--- src/rtl/output_stream_tx_pkg.sv ---
`default_nettype none
// ============================================================================
// output_stream_tx_pkg : sizing helpers and output-matrix framing function
// Revision: 1.0
// ============================================================================
package output_stream_tx_pkg;

  function automatic int k_bits(input int maxk);
    return $clog2(maxk + 1);
  endfunction

  function automatic int cnt_bits(input int rows, input int cols);
    return $clog2(rows * cols);
  endfunction

  // Index of the final word of a valid-convolution output matrix.
  function automatic int out_matrix_last(input int rows, input int cols, input int k);
    return (rows - k + 1) * (cols - k + 1) - 1;
  endfunction

endpackage
`default_nettype wire

--- src/rtl/output_stream_tx_memory_2p.sv ---
`default_nettype none
// ============================================================================
// memory_2p : simple dual-port RAM, one write port, one registered read port
// Revision: 1.0
// ============================================================================
module memory_2p #(
  parameter int WIDTH = 48,
  parameter int SIZE  = 8,
  localparam int AW   = $clog2(SIZE)
) (
  input  logic             clk,
  input  logic             wr_en,
  input  logic [AW-1:0]    wr_addr,
  input  logic [WIDTH-1:0] data_in,
  input  logic [AW-1:0]    rd_addr,
  output logic [WIDTH-1:0] data_out
);

  logic [WIDTH-1:0] mem [SIZE];

  always_ff @(posedge clk) begin
    if (wr_en) mem[wr_addr] <= data_in;
    data_out <= mem[rd_addr];
  end

endmodule
`default_nettype wire

--- src/rtl/output_stream_tx.sv ---
`default_nettype none
// ============================================================================
// output_stream_tx : FIFO-buffered AXI-Stream transmitter with matrix TLAST
// Revision: 1.0
// ============================================================================
module output_stream_tx
  import output_stream_tx_pkg::*;
#(
  parameter int OUTW   = 48,
  parameter int DEPTH  = 8,
  parameter int R      = 9,
  parameter int C      = 8,
  parameter int MAXK   = 4,
  localparam int K_BITS = k_bits(MAXK)
) (
  input  logic              clk,
  input  logic              reset,
  input  logic [OUTW-1:0]   in_data,
  input  logic              in_valid,
  output logic              in_ready,
  input  logic [K_BITS-1:0] K,
  output logic [OUTW-1:0]   AXIS_TDATA,
  output logic              AXIS_TVALID,
  input  logic              AXIS_TREADY,
  output logic              AXIS_TLAST,
  output logic              matrix_sent
);

  localparam int CNT_BITS = cnt_bits(R, C);
  localparam int AW       = $clog2(DEPTH);
  localparam int FW       = $clog2(DEPTH + 1);
  localparam logic [FW-1:0] C_DEPTH = FW'(DEPTH);

  logic [AW-1:0]       r_wr_ptr, r_rd_ptr;
  logic [FW-1:0]       r_count, w_count_nxt;
  logic                r_in_ready;
  logic                r_rd_pend;
  logic [1:0]          r_sk_cnt;
  logic [OUTW-1:0]     r_sk0, r_sk1;
  logic [CNT_BITS-1:0] r_out_cnt;
  logic                r_matrix_sent;
  logic [OUTW-1:0]     w_mem_q;
  logic                w_wr, w_rd, w_pop, w_tlast;
  logic [2:0]          w_occ_after;
  logic [CNT_BITS-1:0] w_last_idx;

  memory_2p #(.WIDTH(OUTW), .SIZE(DEPTH)) u_mem (
    .clk     (clk),
    .wr_en   (w_wr),
    .wr_addr (r_wr_ptr),
    .data_in (in_data),
    .rd_addr (r_rd_ptr),
    .data_out(w_mem_q)
  );

  assign w_wr  = in_valid && r_in_ready;
  assign w_pop = (r_sk_cnt != 2'd0) && AXIS_TREADY;

  // Skid occupancy plus in-flight read after this cycle's pop; keeps it at most 2.
  assign w_occ_after = {1'b0, r_sk_cnt} + {2'b00, r_rd_pend} - {2'b00, w_pop};
  assign w_rd        = (r_count != '0) && (w_occ_after < 3'd2);

  assign w_last_idx = CNT_BITS'(out_matrix_last(R, C, int'(K)));
  assign w_tlast    = (r_sk_cnt != 2'd0) && (r_out_cnt == w_last_idx);

  always_comb begin
    w_count_nxt = r_count;
    if (w_wr && !w_rd)      w_count_nxt = r_count + FW'(1);
    else if (!w_wr && w_rd) w_count_nxt = r_count - FW'(1);
  end

  always_ff @(posedge clk or posedge reset) begin
    if (reset) begin
      r_wr_ptr      <= '0;
      r_rd_ptr      <= '0;
      r_count       <= '0;
      r_in_ready    <= 1'b0;
      r_rd_pend     <= 1'b0;
      r_sk_cnt      <= 2'd0;
      r_out_cnt     <= '0;
      r_matrix_sent <= 1'b0;
    end else begin
      if (w_wr) r_wr_ptr <= r_wr_ptr + AW'(1);
      if (w_rd) r_rd_ptr <= r_rd_ptr + AW'(1);
      r_count       <= w_count_nxt;
      r_in_ready    <= (w_count_nxt < C_DEPTH);
      r_rd_pend     <= w_rd;
      r_sk_cnt      <= w_occ_after[1:0];
      r_matrix_sent <= w_pop && w_tlast;
      if (w_pop) r_out_cnt <= w_tlast ? '0 : r_out_cnt + CNT_BITS'(1);
    end
  end

  // Skid payload; entry 0 is always the word presented on AXIS.
  always_ff @(posedge clk) begin
    case ({r_rd_pend, w_pop})
      2'b10: begin
        if (r_sk_cnt == 2'd0) r_sk0 <= w_mem_q;
        else                  r_sk1 <= w_mem_q;
      end
      2'b01: r_sk0 <= r_sk1;
      2'b11: begin
        if (r_sk_cnt == 2'd1) begin
          r_sk0 <= w_mem_q;
        end else begin
          r_sk0 <= r_sk1;
          r_sk1 <= w_mem_q;
        end
      end
      default: ;
    endcase
  end

  assign in_ready    = r_in_ready;
  assign AXIS_TDATA  = r_sk0;
  assign AXIS_TVALID = (r_sk_cnt != 2'd0);
  assign AXIS_TLAST  = w_tlast;
  assign matrix_sent = r_matrix_sent;

endmodule
`default_nettype wire

--- config.mk ---
export PLATFORM = sky130hd
export DESIGN_NAME = output_stream_tx
export DESIGN_NICKNAME = d
export VERILOG_FILES = /design/src/rtl/output_stream_tx_pkg.sv /design/src/rtl/output_stream_tx_memory_2p.sv /design/src/rtl/output_stream_tx.sv
export SDC_FILE = /design/constraint.sdc
export NUM_CORES = 1
export LEC_CHECK = 0
export CAP_MARGIN = 10
export CORE_UTILIZATION = 36
export CTS_CLUSTER_SIZE = 10
export DETAILED_ROUTE_END_ITERATION = 10
export PLACE_DENSITY_LB_ADDON = 0.25
export SETUP_SLACK_MARGIN = 0.02
export SLEW_MARGIN = 20
export SYNTH_ARGS = -nofsm -noshare
export SYNTH_HDL_FRONTEND = slang
export SYNTH_HIERARCHICAL = 1
export SYNTH_SLANG_ARGS = --single-unit
--- constraint.sdc ---
create_clock -name clk -period 5.2 [get_ports clk]
set_input_delay 0.78 -clock clk [delete_from_list [all_inputs] [get_ports clk]]
set_output_delay 0.78 -clock clk [all_outputs]
set_load 0.1 [all_outputs]
# Word level (Yosys, flattened, before mapping)
# Memory sizes are Yosys's and may differ from the RTL's. A register that Yosys moved wholly into a read port is not among the register bits.
# Index checks and enable logic that the tools add are counted.
# Widths: inputs -> output; s select.
[word_totals] regBits=118 mem_bits_rw=384 in_bits=55 output_inout_bits=52 mem_count=1
[mem_list] name="u_mem.mem" depth=8 word_bits=48 read_ports=1 rd_clocked_by_memory_dff=1 wr=1 line="output_stream_tx_memory_2p.sv:19" rtl="logic [WIDTH-1:0] mem [SIZE];"
[classes] n_addsub=12 multipliers=1 order_cmp=2 n_eq_ne=8 muxes=11 reduce_logical=16
[ops] operator="$mux 48" count=4
[ops] operator="$pmux 48 s3" count=1
[ops] operator="$pmux 48 s2" count=1
[ops] operator="$add 5x2->6 const B" count=2
[ops] operator="$sub 4x3->5 const A" count=2
[ops] operator="$mux 4" count=2
[ops] operator="$add 7x1->7 const B" count=1
[ops] operator="$eq 7x7->1" count=1
[ops] operator="$logic_and 1x1->1" count=7
[ops] operator="$mul 6x6->7" count=1
[ops] operator="$mux 7" count=1
[ops] operator="$sub 7x2->7 const B" count=1
[ops] operator="$add 3x1->3 const B" count=2
[ops] operator="$ne 2x2->1 const B" count=3
[ops] operator="$add 4x1->4 const B" count=1
[ops] operator="$eq 2x1->1 const B" count=2
[ops] operator="$eq 2x2->1 const B" count=2
[ops] operator="$lt 4x4->1 const B" count=1
[ops] operator="$reduce_bool 2->1" count=2
[ops] operator="$reduce_bool 4->1" count=1
[ops] operator="$sub 4x1->4 const B" count=1
[ops] operator="$add 2x1->3" count=1
[ops] operator="$lt 3x2->1 const B" count=1
[ops] operator="$reduce_and 3->1" count=1
[ops] operator="other kinds (6)" count=8

# Depth between registers and ports, before layout
# Gate-level depths: netlist of the first run.
[depth] ltp_word=9 depth_mapped=15 ltp_nobuf=15

# By module
# Netlist of the first run, hierarchy kept.
[modules_own_cells] mod="memory_2p" n_inst=1 cells_each=616 area_per_inst_um2=15620.0 seq_area_each_um2=12492.0
[modules_own_cells] mod="output_stream_tx" n_inst=1 cells_each=294 area_per_inst_um2=4916.0 seq_area_each_um2=3433.3

# Worst setup path before layout of the first run
# OpenSTA, ideal clock, no wires.
[synth_timing] path_type="input to output" from="input port K[1]" to="output port AXIS_TLAST" arrival_time_ps=4464 required_ps=4420 path_slack_ps=-44 stages=13 path_cell_list="inv_1 ha_1 and2_1 ha_1 inv_1 ha_1 ha_1 ha_1 xnor2_1 xnor2_4 xnor2_1 xnor2_1 nor2_1"
[synth_between] elab_chain_len=6
[synth_rtl] item="start: declaration" line="output_stream_tx.sv:21" rtl="input logic [K_BITS-1:0] K,"
[synth_rtl] item="$sub 4x3->5" line="output_stream_tx_pkg.sv:18" rtl="return (rows - k + 1) * (cols - k + 1) - 1;"
[synth_rtl] item="$add 5x2->6" line="output_stream_tx_pkg.sv:18"
[synth_rtl] item="$mul 6x6->7 *" line="output_stream_tx_pkg.sv:18"
[synth_rtl] item="$sub 7x2->7 *" line="output_stream_tx_pkg.sv:18"
[synth_rtl] item="$eq 7x7->1 *" line="output_stream_tx.sv:64" rtl="assign w_tlast = (r_sk_cnt != 2'd0) && (r_out_cnt == w_last_idx);"
[synth_rtl] item="$logic_and 1x1->1 *" line="output_stream_tx.sv:64"
[synth_rtl] item="end: declaration" line="output_stream_tx.sv:25" rtl="output logic AXIS_TLAST,"
# Mark *: on every way between the ends. The rest lies on a longest branch, timed or not.

# Worst setup path in the final report of the first run
[layout_timing] from="input port K[2]" to="output port AXIS_TLAST"
# Same word-level chain as after synthesis.

==> results of run 1 <==
cells in the mapped netlist, types with 2 or more instances:
cell | number | area share (%)
a211oi_1 | 2 | 0.073
a21oi_1 | 4 | 0.097
a22oi_1 | 2 | 0.073
and2_1 | 2 | 0.061
buf_12 | 5 | 0.49
buf_2 | 14 | 0.34
clkbuf_1 | 11 | 0.20
dfrtp_1 | 22 | 2.7
dfxtp_1 | 48 | 4.7
edfxtp_1 | 480 | 70
ha_1 | 19 | 1.2
inv_1 | 18 | 0.33
mux2_1 | 40 | 2.2
mux2_2 | 18 | 0.99
mux2_4 | 40 | 2.9
mux2i_1 | 2 | 0.097
mux4_1 | 3 | 0.38
mux4_2 | 93 | 10
nand2_1 | 16 | 0.29
nand2b_1 | 7 | 0.21
nand4_1 | 3 | 0.091
nor2_1 | 13 | 0.24
nor3_1 | 3 | 0.073
o21ai_0 | 5 | 0.12
o21ai_1 | 2 | 0.049
xnor2_1 | 12 | 0.51
xor2_1 | 10 | 0.43
critical path, cell delays in order:
cell and delay (ns):
clkdlybuf4s50_1 0.51, inv_1 0.08, ha_1 0.31, and2_1 0.16
ha_1 0.31, inv_1 0.05, ha_1 0.28, ha_1 0.27
ha_1 0.28, xor2_1 0.14, nor4_1 0.28, nand4_1 0.21
nor2_2 0.29, buf_12 0.21
repair_timing:
action | in CTS | in global routing
resized for setup | 0 | 1
hold endpoints to repair | 0 | 0
setup endpoints to repair | 0 | 1
cell type report:
cell class / instances / area share (%)
Sequential cell: 550 / 64.9
Multi-Input combinational cell: 309 / 18.0
Clock inverter: 8 / 0.214
Antenna cell: 1 / 0.0102
Clock buffer: 106 / 7.51
Tap cell: 756 / 3.85
Timing Repair Buffer: 131 / 5.28
Inverter: 19 / 0.290
power by group:
group | switching (mW) | internal, mW
Combinational | 2.78 | 1.89
Sequential | 0.464 | 5.92
Clock | 1.65 | 2.42
sequential cells by signal (all words and copies together) (netlist names):
signal / flops
r_out_cnt: 7
r_sk_cnt: 2
matrix_sent: 1
r_rd_pend: 1
r_count: 4
AXIS_TDATA: 48
r_sk1: 48
u_mem/mem: 384
r_wr_ptr: 3
in_ready: 1
u_mem/data_out: 48
r_rd_ptr: 3
metrics by stage:
| stage | util [%] | std cells | cell area [um^2] |
|---|---|---|---|
| 2_1_floorplan | - | 910 | 20500 |
| 3_3_place_gp | 40.2 | 1765 | 22700 |
| 3_5_place_dp | 40.2 | 1765 | 22700 |
| 4_1_cts | 43.6 | 1879 | 24600 |
| 5_1_grt | 43.6 | 1880 | 24600 |
| 6_report | 43.6 | 1880 | 24600 |
logic make-up (layout without fill, tap and decap cells):
family | Yosys count | count (layout) | share of synthesized area [%]
AOI/OAI and AO/OA | 19 | 19 | 0.615
xor gates and xnor gates | 24 | 24 | 1.18
adders and majority gates | 20 | 20 | 1.26
buffers and inverters | 51 | 264 | 1.45
DFF | 550 | 550 | 77.5
muxes | 196 | 196 | 16.8
other | 0 | 1 | 0
and+or+nand+nor | 50 | 50 | 1.16
routing by layer:
layer	GRT usage, %	vias to the layer above
li1	-	4036
met1	18.7	4746
met2	23.5	164
met3	3.33	70
met4	5.49	8
met5	0	-
layout by cell type, fill, tap and decap left out, drive strengths merged, types with 2 or more instances in the layout:
cell	Yosys	final
nor3	4	4
nor2	13	13
clkbuf	11	106
edfxtp	480	480
o21ai	7	7
and2	2	2
dfxtp	48	48
a211oi	2	2
a22oi	2	2
ha	19	19
xor2	10	10
mux2	98	98
a21oi	4	4
clkinv	0	7
dfrtp	22	22
xnor2	13	13
nand2	16	16
mux2i	2	2
inv	19	20
mux4	96	96
nand4	3	3
nand2b	7	7
buf	21	26
clkdlybuf4s50	0	105
worst max path at each step:
stage                         end  cells after the start  slack, ns        start
finish                 AXIS_TLAST                     14       0.24         K[2]
global route           AXIS_TLAST                     14       0.07         K[2]
CTS                    AXIS_TLAST                     15       0.14         K[2]
detailed placement     AXIS_TLAST                     15       0.15         K[2]
global placement       AXIS_TLAST                     15       0.25         K[2]
floorplan           AXIS_TDATA[0]                      2       0.12  r_sk_cnt[0]
==> results_dict.tcl, run 1 <==
set metrics [dict create \
    drt-total-wl_um 40000 \
    ff2ff_setup_slack_ns 1.41 \
    clock_latency_ns 0.58 \
    synth_fp_nets 985 \
    critPathKind "input pin to output port" \
    die_h_um 241 \
    yosys_most_used_dff "edfxtp_1" \
    cts_hold_buffers 0 \
    min_from "u_mem/data_out[7]" \
    grt_pass1_wl_um 60300 \
    grt_pass1_vias 9573 \
    r2r_cells 16 \
    fin_ws_ns 0.244 \
    yosysUniqueCellTypes 43 \
    cp_data_arrival_time_ns 4.18 \
    via_per_inst 4.80 \
    die-area_mm2 0.0580 \
    min_to "r_sk1[7]" \
    synth_edf_count 480 \
    post-route-period-util_pct 95.3 \
    routedWlPerCell_um 21.3 \
    timing.rr.start "r_sk_cnt[0]" \
    drtAntennaViolNets 0 \
    grt_antenna_before_repair 5 \
    ir_drop_uv 383 \
    netlist_instances 910 \
    clkSlewWorstSetupHoldPaths_ns 0.05 \
    syn-cell-area_mm2 0.0205 \
    hold_class "register to register" \
    wirelength_met1_um 17600 \
    fp-row-count 87 \
    maxSlewViolCount 0 \
    min_path_cells 0 \
    rsz0062_at_grt "false" \
    max_freq_mhz 202 \
    cap_violations 0 \
    overflow 0 \
    drc 0 \
    setup_viol 0 \
    drtIter0Drc 488 \
    cp-end-kind "output port" \
    fin_crit_ns 4.96 \
    cts_made_buffers 66 \
    tightest_slew_ns 1.16 \
    p_per_area_mw_per_mm2 615 \
    grt_usage_pct 14.4 \
    cts_setup_buffers 0 \
    cts_sinks 550 \
    slew_headroom_pct 22.4 \
    ys_warn_count 6 \
    dpl_worst_slack_ns 0.147 \
    multi_input_area_mm2 0.00442 \
    drt-pass1-iter-count 4 \
    start_kind "input pin" \
    yosysSeqAreaShare_pct 77.5 \
    vias 9024 \
    p_total_mw 15.1 \
    h-tree-depth 3 \
    hpwl_um 21500 \
    syn_to_final_growth_pct 19.6 \
    fp.dieW_um 241 \
    ys_ff_latch 550 \
    core-area_mm2 0.0564 \
    drive_gt1_share_pct 24.1 \
    avgSynthCellArea_um2 22.6 \
    cts_tree "yes" \
    r2r-end "in_ready" \
    start_util_pct 36.4 \
    root_buffer "clkbuf_16" \
    crit_required_ns 4.42 \
    nets 1152 \
    top_layer "met5" \
    wl_met3_um 1770 \
    place.port_buffers 106 \
    fillCellCount 4911 \
    seqCellArea_mm2 0.0159 \
    holdWs_ns 0.425 \
    dr_wl_met2_um 19700 \
    finalClockSkew_ns 0.0245 \
    fin_setup_tns_ns 0 \
    place_congestion 0.750 \
    hold_viol 0 \
    status "finished clean" \
    power_leakage_nw 8.19 \
    ios 107 \
    cts_max_path_buffers 3 \
    ys_async_sr_fraction_pct 4.00 \
    grt_max_degree 50 \
    cp_max_fo 3 \
]
Power figures use the tool's default switching activity.
==> run 2: changes to the inputs <==
--- a/config.mk
+++ b/config.mk
@@ -6,11 +6,12 @@
 export NUM_CORES = 1
 export LEC_CHECK = 0
 export CAP_MARGIN = 10
-export CORE_UTILIZATION = 36
+export CORE_UTILIZATION = 59
 export CTS_CLUSTER_SIZE = 10
 export DETAILED_ROUTE_END_ITERATION = 10
 export PLACE_DENSITY_LB_ADDON = 0.25
 export SETUP_SLACK_MARGIN = 0.02
+export SKIP_LAST_GASP = 1
 export SLEW_MARGIN = 20
 export SYNTH_ARGS = -nofsm -noshare
 export SYNTH_HDL_FRONTEND = slang
==> run 2 against run 1 <==
Largest power group unchanged; fmax rose by 1.3%; power shrank 1.6%; first-iteration DRC count rose by 32%; die area is 39% lower; count of clock-buffer cells in the layout is 1 higher; clock power fell by 5.4%; core utilization up 28 points; highest routed layer unchanged.
==> results_dict.tcl, run 2 (same netlist as run 1, synthesis figures left out) <==
set metrics [dict create \
    p_sw_share_pct 32.1 \
    hold_class "register to register" \
    start_kind "input pin" \
    grt_antenna_before_repair 3 \
    drc 0 \
    p_int_mw 10.1 \
    min_path_cells 0 \
    crit_top_cell "ha_1" \
    grt_pass1_vias 9395 \
    drive_gt1_share_pct 22.9 \
    multi_input_area_mm2 0.00441 \
    cts_max_path_buffers 3 \
    worst-path-buf-inv 4 \
    cts_hold_buffers 0 \
    grt_max_degree 99 \
    critPathKind "input pin to output port" \
    root_buffer "clkbuf_16" \
    via_per_inst 5.81 \
    die-area_mm2 0.0356 \
    r2r_cells 16 \
    ff2ff_setup_slack_ns 1.48 \
    routedWlPerCell_um 23.3 \
    cpPeakStageDelay_ns 0.50 \
    setup_viol 0 \
    fp.dieW_um 189 \
    post-route-period-util_pct 94.1 \
    power.switching_mw 4.78 \
    cp_cell_sequence "clkdlybuf4s50_1, inv_1, ha_1, and2_1, ha_1, inv_1, ha_1, ha_1, ha_1, xor2_1, nor4_1, nand4_1, nor2_2, buf_12" \
    r2r-end "in_ready" \
    fin_crit_ns 4.89 \
    finalClockSkew_ns 0.0221 \
    min_from "u_mem/data_out[2]" \
    ios 107 \
    combPwrFrac_pct 31.2 \
    status "finished clean" \
    grt_usage_pct 21.2 \
    fillCellCount 2026 \
    cts_sinks 550 \
    nets 1140 \
    min_to "r_sk1[2]" \
    ir_drop_uv 411 \
    power_leakage_nw 8.11 \
    vias 9067 \
    crit_start "K[2]" \
    clock_latency_ns 0.58 \
    cts_tree "yes" \
    place_congestion 0.737 \
    seqCellArea_mm2 0.0159 \
    die_h_um 189 \
    drt-pass1-iter-count 5 \
    clockPowerShare_pct 25.8 \
    drt-total-wl_um 36400 \
    cap_violations 0 \
    cp_top_family "adder cells" \
    fin_cells 1561 \
    place.port_buffers 106 \
    cp-end-kind "output port" \
    drtIter0Drc 644 \
    h-tree-depth 2 \
    final_cell_mix "480 x edfxtp_1, 105 x clkdlybuf4s50_1, 93 x mux4_2" \
    hold_viol 0 \
    max_freq_mhz 204 \
    fin_setup_tns_ns 0 \
    crit_required_ns 4.42 \
    cts_setup_buffers 0 \
    p_per_area_mw_per_mm2 618 \
    overflow 0 \
    fp-row-count 67 \
    diodes 0 \
    grt_pass1_wl_um 56000 \
    slew_headroom_pct 32.7 \
    syn_to_final_growth_pct 17.2 \
    start_util_pct 60.6 \
    cts_made_buffers 61 \
    p_seq_share_pct 43.0 \
    hpwl_um 18800 \
    rsz0062_at_grt "false" \
    maxSlewViolCount 0 \
    cp_data_arrival_time_ns 4.11 \
    tightest_slew_ns 1.01 \
    slowest_stage "clkdlybuf4s50_1" \
    clkSlewWorstSetupHoldPaths_ns 0.06 \
    largest_register_ffs 384 \
    core-area_mm2 0.0339 \
    cp_max_fo 3 \
    drtAntennaViolNets 0 \
    top_register "u_mem/mem" \
    placedCellCount 1449 \
    final_util_pct 71.1 \
    cts-resized-gates 0 \
    layout_commonest_cell "edfxtp_1" \
    timing.rr.start "r_sk_cnt[1]" \
]
==> run 2: power by group through the flow <==
stage	sequential (mW)	clock [mW]	combinational, mW
2_1_floorplan	7.46	0	2.57
3_3_place_gp	6.52	0	4.53
3_5_place_dp	6.57	0	4.58
4_1_cts	6.50	3.92	4.61
5_1_grt	6.50	4.08	4.91
6_report	6.41	3.84	4.64
==> run 2: metal layers <==
layer	track usage, %	vias to the layer above	share of wire, %
met5	0	-	0.10
met1	30.2	4723	43
met4	5.58	6	1.5
li1	-	4002	-
met2	34.2	289	49
met3	4.08	47	6.2
==> run 2: layout make-up <==
| class | count | area share (%) |
|---|---|---|
| inverter | 19 | 0.296 |
| multi-input combinational | 309 | 18.3 |
| clock inverter | 4 | 0.198 |
| timing repair buffer | 124 | 5.41 |
| sequential | 550 | 66.2 |
| clock buffer | 107 | 7.24 |
| tap | 448 | 2.33 |
==> run 2: worst reg2reg max path: stages (launching register included) <==
cell and delay [ns]:
dfrtp_1 0.40, or2_1 0.29, nand2_1 0.28, inv_2 0.10, ha_1 0.29, inv_1 0.04, ha_1 0.19, fa_1 0.41
xnor2_1 0.14, a211oi_1 0.22, buf_4 0.19, inv_1 0.05, ha_1 0.23, nand2b_1 0.21, o41ai_1 0.31, xor2_1 0.21
inv_1 0.05
==> run 2: per-stage QoR <==
stage	instance area, um^2	power (mW)	hold WS, ns	worst slack (ns)
after detailed placement	22300	11.1	0.416	0.294
after CTS	24000	15.0	0.428	0.280
after floorplan	20500	10.0	0.403	0.118
after global routing	24100	15.5	0.432	0.0845
after global placement	22300	11.0	0.407	0.351
final	24100	14.9	0.427	0.307
==> run 2: worst max-delay path by stage <==
stage	endpoint	slack [ns]	depth (start not counted)
6_report	AXIS_TLAST	0.31	14
5_1_grt	AXIS_TLAST	0.08	14
4_1_cts	AXIS_TLAST	0.28	14
3_5_place_dp	AXIS_TLAST	0.29	14
3_3_place_gp	AXIS_TLAST	0.35	14
2_1_floorplan	AXIS_TDATA[0]	0.12	2
